<file path="config.mk">
export PLATFORM = sky130hd
export DESIGN_NAME = keccak_squeeze_ctrl
export DESIGN_NICKNAME = d
export VERILOG_FILES = /design/src/rtl/keccak_pkg.sv /design/src/rtl/keccak_skid_fifo.sv /design/src/rtl/keccak_squeeze_ctrl.sv
export SDC_FILE = /design/constraint.sdc
export NUM_CORES = 1
export LEC_CHECK = 0
export ABC_AREA = 0
export CAP_MARGIN = 15
export CORE_UTILIZATION = 47
export CTS_CLUSTER_DIAMETER = 30
export CTS_CLUSTER_SIZE = 10
export DETAILED_ROUTE_END_ITERATION = 12
export PLACE_DENSITY = 0.77
export SYNTH_ARGS = -nofsm -noshare
export SYNTH_HDL_FRONTEND = slang
export SYNTH_SLANG_ARGS = --single-unit
</file>
<file path="constraint.sdc">
create_clock -name clk_i -period 5.45 [get_ports clk_i]
set_input_delay 1.09 -clock clk_i [delete_from_list [all_inputs] [get_ports clk_i]]
set_output_delay 1.09 -clock clk_i [all_outputs]
set_load 0.005 [all_outputs]
</file>
<file path="src/rtl/keccak_pkg.sv">
// Shared Keccak/SHA-3 types and constants used by the squeeze controller and its FIFO.
package keccak_pkg;

    localparam int unsigned MODE_SEL_WIDTH        = 3;
    localparam int unsigned BYTE_ABSORB_WIDTH     = 8;
    localparam int unsigned XOF_LEN_WIDTH_DEFAULT = 16;
    localparam int unsigned SQZ_FIFO_DEPTH        = 2;

    typedef enum logic [MODE_SEL_WIDTH-1:0] {
        MODE_SHA3_224 = 3'd0,
        MODE_SHA3_256 = 3'd1,
        MODE_SHA3_384 = 3'd2,
        MODE_SHA3_512 = 3'd3,
        MODE_SHAKE128 = 3'd4,
        MODE_SHAKE256 = 3'd5
    } keccak_mode_t;

    typedef enum logic [1:0] {
        SQZ_IDLE,
        SQZ_SQUEEZE,
        SQZ_WAIT_PERM,
        SQZ_DRAIN
    } sqz_state_t;

    function automatic logic is_shake(input logic [MODE_SEL_WIDTH-1:0] mode);
        return (mode == MODE_SHAKE128) || (mode == MODE_SHAKE256);
    endfunction

endpackage

</file>
<file path="src/rtl/keccak_skid_fifo.sv">
// Two-entry {data, keep, last} FIFO with registered full/empty flags driving an AXI-Stream master.
module keccak_skid_fifo
    import keccak_pkg::*;
#(
    parameter int unsigned DWIDTH = 256
) (
    input  logic                                  clk_i,
    input  logic                                  rst_ni,
    input  logic                                  flush_i,
    input  logic                                  push_i,
    input  logic [DWIDTH-1:0]                     push_data_i,
    input  logic [DWIDTH/8-1:0]                   push_keep_i,
    input  logic                                  push_last_i,
    output logic                                  full_o,
    output logic [$clog2(SQZ_FIFO_DEPTH+1)-1:0]   level_o,
    output logic [DWIDTH-1:0]                     m_axis_tdata_o,
    output logic [DWIDTH/8-1:0]                   m_axis_tkeep_o,
    output logic                                  m_axis_tlast_o,
    output logic                                  m_axis_tvalid_o,
    input  logic                                  m_axis_tready_i
);

    localparam int unsigned AW = (SQZ_FIFO_DEPTH > 1) ? $clog2(SQZ_FIFO_DEPTH) : 1;
    localparam int unsigned LW = $clog2(SQZ_FIFO_DEPTH + 1);

    logic [DWIDTH-1:0]   data_q [SQZ_FIFO_DEPTH];
    logic [DWIDTH/8-1:0] keep_q [SQZ_FIFO_DEPTH];
    logic                last_q [SQZ_FIFO_DEPTH];
    logic [AW-1:0]       wr_ptr_q, rd_ptr_q;
    logic [LW-1:0]       level_q, level_d;
    logic                full_q, empty_q, push, pop;

    assign push    = push_i && !full_q;
    assign pop     = !empty_q && m_axis_tready_i;
    assign level_d = level_q + LW'(push) - LW'(pop);

    function automatic logic [AW-1:0] ptr_inc(input logic [AW-1:0] ptr);
        return (ptr == AW'(SQZ_FIFO_DEPTH - 1)) ? '0 : ptr + AW'(1);
    endfunction

    always_ff @(posedge clk_i or negedge rst_ni) begin
        if (!rst_ni) begin
            for (int unsigned i = 0; i < SQZ_FIFO_DEPTH; i++) begin
                data_q[i] <= '0;
                keep_q[i] <= '0;
                last_q[i] <= 1'b0;
            end
            wr_ptr_q <= '0;
            rd_ptr_q <= '0;
            level_q  <= '0;
            full_q   <= 1'b0;
            empty_q  <= 1'b1;
        end else if (flush_i) begin
            wr_ptr_q <= '0;
            rd_ptr_q <= '0;
            level_q  <= '0;
            full_q   <= 1'b0;
            empty_q  <= 1'b1;
        end else begin
            if (push) begin
                data_q[wr_ptr_q] <= push_data_i;
                keep_q[wr_ptr_q] <= push_keep_i;
                last_q[wr_ptr_q] <= push_last_i;
                wr_ptr_q         <= ptr_inc(wr_ptr_q);
            end
            if (pop) begin
                rd_ptr_q <= ptr_inc(rd_ptr_q);
            end
            level_q <= level_d;
            full_q  <= (level_d == LW'(SQZ_FIFO_DEPTH));
            empty_q <= (level_d == '0);
        end
    end

    assign full_o          = full_q;
    assign level_o         = level_q;
    assign m_axis_tdata_o  = data_q[rd_ptr_q];
    assign m_axis_tkeep_o  = keep_q[rd_ptr_q];
    assign m_axis_tlast_o  = last_q[rd_ptr_q];
    assign m_axis_tvalid_o = !empty_q;

endmodule

</file>
<file path="src/rtl/keccak_squeeze_ctrl.sv">
// Squeeze-phase controller: drives the output-unit byte counter, trims chunks to the XOF length
// and streams them out over AXI-Stream. Define KECCAK_SQUEEZE_STATS_EN for perm/beat counters.
module keccak_squeeze_ctrl
    import keccak_pkg::*;
#(
    parameter int unsigned DWIDTH        = 256,
    parameter int unsigned XOF_LEN_WIDTH = XOF_LEN_WIDTH_DEFAULT
) (
    input  logic                         clk_i,
    input  logic                         rst_ni,
    input  logic                         start_i,
    input  logic                         abort_i,
    input  logic [MODE_SEL_WIDTH-1:0]    keccak_mode_i,
    input  logic [XOF_LEN_WIDTH-1:0]     xof_len_i,
    output logic [BYTE_ABSORB_WIDTH-1:0] bytes_squeezed_o,
    input  logic [DWIDTH-1:0]            chunk_data_i,
    input  logic [DWIDTH/8-1:0]          chunk_keep_i,
    input  logic                         chunk_last_i,
    input  logic [BYTE_ABSORB_WIDTH-1:0] chunk_bytes_next_i,
    input  logic                         chunk_perm_needed_i,
    output logic                         perm_req_o,
    input  logic                         perm_done_i,
    output logic [DWIDTH-1:0]            m_axis_tdata_o,
    output logic [DWIDTH/8-1:0]          m_axis_tkeep_o,
    output logic                         m_axis_tlast_o,
    output logic                         m_axis_tvalid_o,
    input  logic                         m_axis_tready_i,
    output logic                         busy_o,
    output logic                         done_o
`ifdef KECCAK_SQUEEZE_STATS_EN
    ,
    output logic [15:0]                  perm_count_o,
    output logic [15:0]                  beat_count_o
`endif
);

    localparam int unsigned KW = DWIDTH / 8;
    localparam int unsigned CW = $clog2(KW + 1);
    localparam int unsigned LW = $clog2(SQZ_FIFO_DEPTH + 1);

    sqz_state_t                   state_q;
    logic [MODE_SEL_WIDTH-1:0]    mode_q;
    logic [XOF_LEN_WIDTH-1:0]     xof_len_q, total_q, rem;
    logic [BYTE_ABSORB_WIDTH-1:0] cnt_q;
    logic                         perm_req_q, done_q;
    logic [CW-1:0]                n_bytes, valid_bytes;
    logic [KW-1:0]                trim_keep;
    logic                         shake, is_final, capture, fifo_full, fifo_pop, drain_done;
    logic [LW-1:0]                fifo_level;

    always_comb begin
        n_bytes = '0;
        for (int unsigned i = 0; i < KW; i++) begin
            n_bytes = n_bytes + CW'(chunk_keep_i[i]);
        end
    end

    assign shake = is_shake(mode_q);
    assign rem   = xof_len_q - total_q;

    // SHAKE clips the chunk to the bytes still owed; SHA3 digests pass through untouched.
    always_comb begin
        valid_bytes = n_bytes;
        if (shake && (rem < XOF_LEN_WIDTH'(n_bytes))) begin
            valid_bytes = CW'(rem);
        end
        trim_keep = chunk_keep_i;
        if (shake) begin
            for (int unsigned i = 0; i < KW; i++) begin
                trim_keep[i] = (CW'(i) < valid_bytes);
            end
        end
    end

    assign is_final   = shake ? (XOF_LEN_WIDTH'(valid_bytes) == rem) : chunk_last_i;
    assign capture    = (state_q == SQZ_SQUEEZE) && !fifo_full && !abort_i;
    assign fifo_pop   = m_axis_tvalid_o && m_axis_tready_i;
    assign drain_done = (fifo_level == '0) || ((fifo_level == LW'(1)) && fifo_pop);

    always_ff @(posedge clk_i or negedge rst_ni) begin
        if (!rst_ni) begin
            state_q    <= SQZ_IDLE;
            mode_q     <= '0;
            xof_len_q  <= '0;
            total_q    <= '0;
            cnt_q      <= '0;
            perm_req_q <= 1'b0;
            done_q     <= 1'b0;
        end else begin
            perm_req_q <= 1'b0;
            done_q     <= 1'b0;
            if (abort_i) begin
                state_q <= SQZ_IDLE;
            end else begin
                case (state_q)
                    SQZ_IDLE: begin
                        if (start_i) begin
                            mode_q    <= keccak_mode_i;
                            xof_len_q <= xof_len_i;
                            total_q   <= '0;
                            cnt_q     <= '0;
                            state_q   <= (is_shake(keccak_mode_i) && (xof_len_i == '0))
                                         ? SQZ_DRAIN : SQZ_SQUEEZE;
                        end
                    end
                    SQZ_SQUEEZE: begin
                        if (capture) begin
                            total_q <= total_q + XOF_LEN_WIDTH'(valid_bytes);
                            if (is_final) begin
                                state_q <= SQZ_DRAIN;
                            end else if (chunk_perm_needed_i) begin
                                perm_req_q <= 1'b1;
                                cnt_q      <= '0;
                                state_q    <= SQZ_WAIT_PERM;
                            end else begin
                                cnt_q <= chunk_bytes_next_i;
                            end
                        end
                    end
                    SQZ_WAIT_PERM: begin
                        if (perm_done_i) begin
                            state_q <= SQZ_SQUEEZE;
                        end
                    end
                    SQZ_DRAIN: begin
                        if (drain_done) begin
                            done_q  <= 1'b1;
                            state_q <= SQZ_IDLE;
                        end
                    end
                    default: state_q <= SQZ_IDLE;
                endcase
            end
        end
    end

    keccak_skid_fifo #(
        .DWIDTH (DWIDTH)
    ) u_fifo (
        .clk_i           (clk_i),
        .rst_ni          (rst_ni),
        .flush_i         (abort_i),
        .push_i          (capture),
        .push_data_i     (chunk_data_i),
        .push_keep_i     (trim_keep),
        .push_last_i     (is_final),
        .full_o          (fifo_full),
        .level_o         (fifo_level),
        .m_axis_tdata_o  (m_axis_tdata_o),
        .m_axis_tkeep_o  (m_axis_tkeep_o),
        .m_axis_tlast_o  (m_axis_tlast_o),
        .m_axis_tvalid_o (m_axis_tvalid_o),
        .m_axis_tready_i (m_axis_tready_i)
    );

    assign bytes_squeezed_o = cnt_q;
    assign perm_req_o       = perm_req_q;
    assign done_o           = done_q;
    assign busy_o           = (state_q != SQZ_IDLE);

`ifdef KECCAK_SQUEEZE_STATS_EN
    logic start_acc;
    assign start_acc = start_i && (state_q == SQZ_IDLE);

    always_ff @(posedge clk_i or negedge rst_ni) begin
        if (!rst_ni) begin
            perm_count_o <= '0;
            beat_count_o <= '0;
        end else if (abort_i || start_acc) begin
            perm_count_o <= '0;
            beat_count_o <= '0;
        end else begin
            if (perm_req_q && (perm_count_o != '1)) begin
                perm_count_o <= perm_count_o + 16'd1;
            end
            if (fifo_pop && (beat_count_o != '1)) begin
                beat_count_o <= beat_count_o + 16'd1;
            end
        end
    end
`endif

endmodule

</file>
==> results of run 1 <==
## power by group through the flow
stage / Clock, W / Combinational, W / Sequential [W]
2_1_floorplan: 0 / 0.00883 / 0.00774
3_3_place_gp: 0 / 0.0153 / 0.00801
3_5_place_dp: 0 / 0.0156 / 0.00811
4_1_cts: 0.00870 / 0.0167 / 0.00812
5_1_grt: 0.00895 / 0.0189 / 0.00839
6_report: 0.00860 / 0.0177 / 0.00817
## layout make-up
class	instances	area, sq um
antenna	21	52.55
clock buffer	184	3926
clock inverter	63	979.7
fill	4641	20320
inverter	67	260.3
multi-input combinational	2487	14270
sequential	630	15770
tap	855	1070
timing repair buffer	765	7704
## per-stage QoR
| step | hold slack (ps) | worst slack [ps] | total power, W | instances | util (%) |
|---|---|---|---|---|---|
| floorplan | 440.1 | -2776 | 0.01657 | 3375 | - |
| global placement | 451.1 | -3278 | 0.02326 | 4777 | 59.59 |
| detailed placement | 456.5 | -3422 | 0.02367 | 4777 | 59.59 |
| CTS | 464.4 | -2292 | 0.03355 | 5058 | 68.29 |
| global route | 475.2 | -2579 | 0.03630 | 5069 | 68.41 |
| finish | 464.0 | -2364 | 0.03443 | 5072 | 68.42 |
## routing by layer
metal  vias up  GRT usage [%]  part of all wire [%]  routed length (um)
met3       300          8.540                   8.3                8228
met1     13301          36.12                    39               38670
met2      1248          47.19                    48               47250
met4        12          17.84                   5.2                5178
met5         -              0                 0.081                  81
li1      12441              -                     -                   -
## tightest hold or removal path, cell delays in order (launching register included)
cell     delay, ps
dfrtp_1        330
nand2_1         50
nand2_1         50
## timing repair
item | in CTS | in global routing
pin swaps | 62 | 36
setup buffers | 32 | 10
gates resized for setup | 146 | 35
setup endpoints to repair | 93 | 93
gates cloned | 5 | 0
## cell usage after synthesis, drive strengths merged (16+ instances only)
cell type,number
nor2,104
a31oi,45
xnor2,18
fa,26
o21ai,46
nand2,1609
dfrtp,629
mux2,308
o31ai,19
a21oi,56
buf,17
nor4,16
clkbuf,175
mux2i,25
inv,64
ha,35
## final timing paths
check	from	endpoint	slack [ps]	cells after the start
max	chunk_keep_i[7]	total_q[11]	-2360	34
min	u_fifo.data_q[379]	u_fifo.data_q[379]	460	2
max reg2reg	total_q[1]	total_q[11]	30	25
min reg2reg	u_fifo.data_q[379]	u_fifo.data_q[379]	460	2
max in group asynchronous	rst_ni	u_fifo.data_q[510]	3680	2
min in group asynchronous	rst_ni	xof_len_q[11]	470	1
## cells by family (layout without fill, tap and decap cells)
group	Yosys count	in the layout	synth area share, %
AOI/OAI and AO/OA	252	252	5.570
DFF	630	630	51.65
and+or+nand+nor	1812	1812	23.18
muxes	333	334	12.18
adders and majority gates	61	61	3.139
xor gates and xnor gates	28	28	0.9631
buffers and inverters	259	1079	3.320
other	0	21	0
## placed cells by master, fill, tap and decap left out, drive strengths merged, types with 11 or more instances in the layout
cell	n
dfrtp	629
clkinv	33
or3	12
nand2	1609
a31oi	45
mux2	309
inv	69
clkinvlp	12
ha	35
nor4	16
a21oi	56
o31ai	19
mux2i	25
fa	26
xnor2	18
diode	21
o21ai	46
buf	156
clkdlybuf4s50	606
nor3	11
clkbuf	184
bufinv	16
a22o	11
nor2	104
a21o	13
## state kept, by name (all words and copies together) (netlist names), 2 cells and up
register	cells
total_q	16
xof_len_q	16
u_fifo.keep_q	64
mode_q	2
u_fifo.level_o	2
bytes_squeezed_o	8
u_fifo.last_q	2
u_fifo.data_q	512
state_q	2
==> impl_metrics.csv, run 1 <==
group,metric,value,unit
setup_path,worstSetupStartpointType,"primary input",
floorplan,die_area,0.06598,sq mm
yosys,synth_area_per_cell,9.045,sq um
setup_path,cp.required,6000,ps
global_route,grt.total_usage,29.79,%
routing,antenna_left,0,
min_path,min_path_type,"reg -> reg",
power_and_ir_drop,pwr-share-clk,25.0,%
place,gp_congestion,0.9550,
global_route,grt_overflow,0,
yosys,netlist.area_leader.share,51.56,%
global_route,grt_max_degree,130,
global_route,grt_pass1_wl,155.4,mm
sta,setup_viol,93,
setup_path,cp-end-kind,"flop",
flow_run,cap_violations,0,
place,numPortBuffers,622,
routing,drtIter0Drc,2583,
setup_path,critPathKind,"in -> reg",
global_route,grt_antenna_before_repair,24,
final_layout,drive_above_1_share,19.14,%
floorplan,die_w,256.9,um
yosys,yosysWarnings,0,
power_and_ir_drop,powerDensity,782.1,mW/mm^2
yosys,seq_area_frac_synth,51.65,%
final_layout,nets,4471,
cts,htreeDepth,4,
cts,cts.clk_slew.worst_paths,40,ps
cts,clock_path_buffers,3,
routing,drc,0,
sta,min_period,7814,ps
sta,fmax,0.1280,GHz
final_layout,design_area,0.04403,sq mm
cts,numCtsBuffers,136,
sta,rsz0062_at_grt,"yes",
setup_path,critical_path.max_fanout,6,
power_and_ir_drop,power.internal,0.02132,W
run_status,failed_checks,"negative setup slack",
yosys,synth_top_area_cell,"dfrtp_1",
sta,relSlewSlack,36.24,%
yosys,ys_types,77,
sta,hold_viol_final,0,
routing,routed_wl,99.41,mm
yosys,ys.flop_type,"dfrtp_1",
place,hpwl,63.58,mm
sta,worst_slew_pin_slew,956.4,ps
cts,clk_latency,700,ps
power_and_ir_drop,switching_share,38.09,%
routing,dr.pass1.iters,8,
final_layout,area_growth,44.23,%
power_and_ir_drop,switchingPower,0.01312,W
setup_path,slowest_stage,"fa_2",
yosys,synth_area,0.03053,sq mm
run_status,status,"finished, violations left",
yosys,syn_nets,3759,
setup_path,crit_top_cell,"fa_1",
routing,wl_per_cell,19.60,um
yosys,ys_seq_elements,630,
cts,tritoncts,"built",
routing,dr_total_vias,27302,
setup_path,worstPathArrival,8360,ps
power_and_ir_drop,pwr-share-comb,51.3,%
sta,tns,-124550,ps
setup_path,critical_path_buf_inv_count,8,
sta,setup_ws,-2364,ps
floorplan,floorplan.rows,93,
yosys,yosys-top-cells-area,"dfrtp_1 52%, nand2_1 20%, mux2_2 11%",
floorplan,start_util,47.44,%
power_and_ir_drop,leakagePower,21.15,nW
cts,holdBufCountCts,0,
power_and_ir_drop,pwr-share-seq,23.7,%
yosys,synthCells,3375,
floorplan,io_pins,624,
floorplan,fp.coreArea,0.06435,sq mm
sta,fin_crit_sh,143.4,%
sta,skew,42.99,ps
yosys,synth_edf_count,0,
routing,viasPerCell,5.383,
place,placed_area,0.03835,sq mm
cts,cts_num_sinks,630,
cts,cts-root-buf,"clkbuf_16",
setup_path,slowest_delay,600,ps
power_and_ir_drop,ir_worst_vdd,1.221,mV
sta,maxSlewViolCount,0,
setup_path,cpLargestDelayFamily,"adder cells",
floorplan,die_y,256.9,um
yosys,ys_async_sr_fraction,100.0,%
global_route,grt_pass1_vias,28384,
No activity file was read; power rests on OpenSTA's default activity.
==> inputs of run 2 (changes only) <==
Settings changed: SLEW_MARGIN from default to 20.
==> results of run 2 <==
Same layout as run 1: the final DEF is identical, and so are final timing and power.
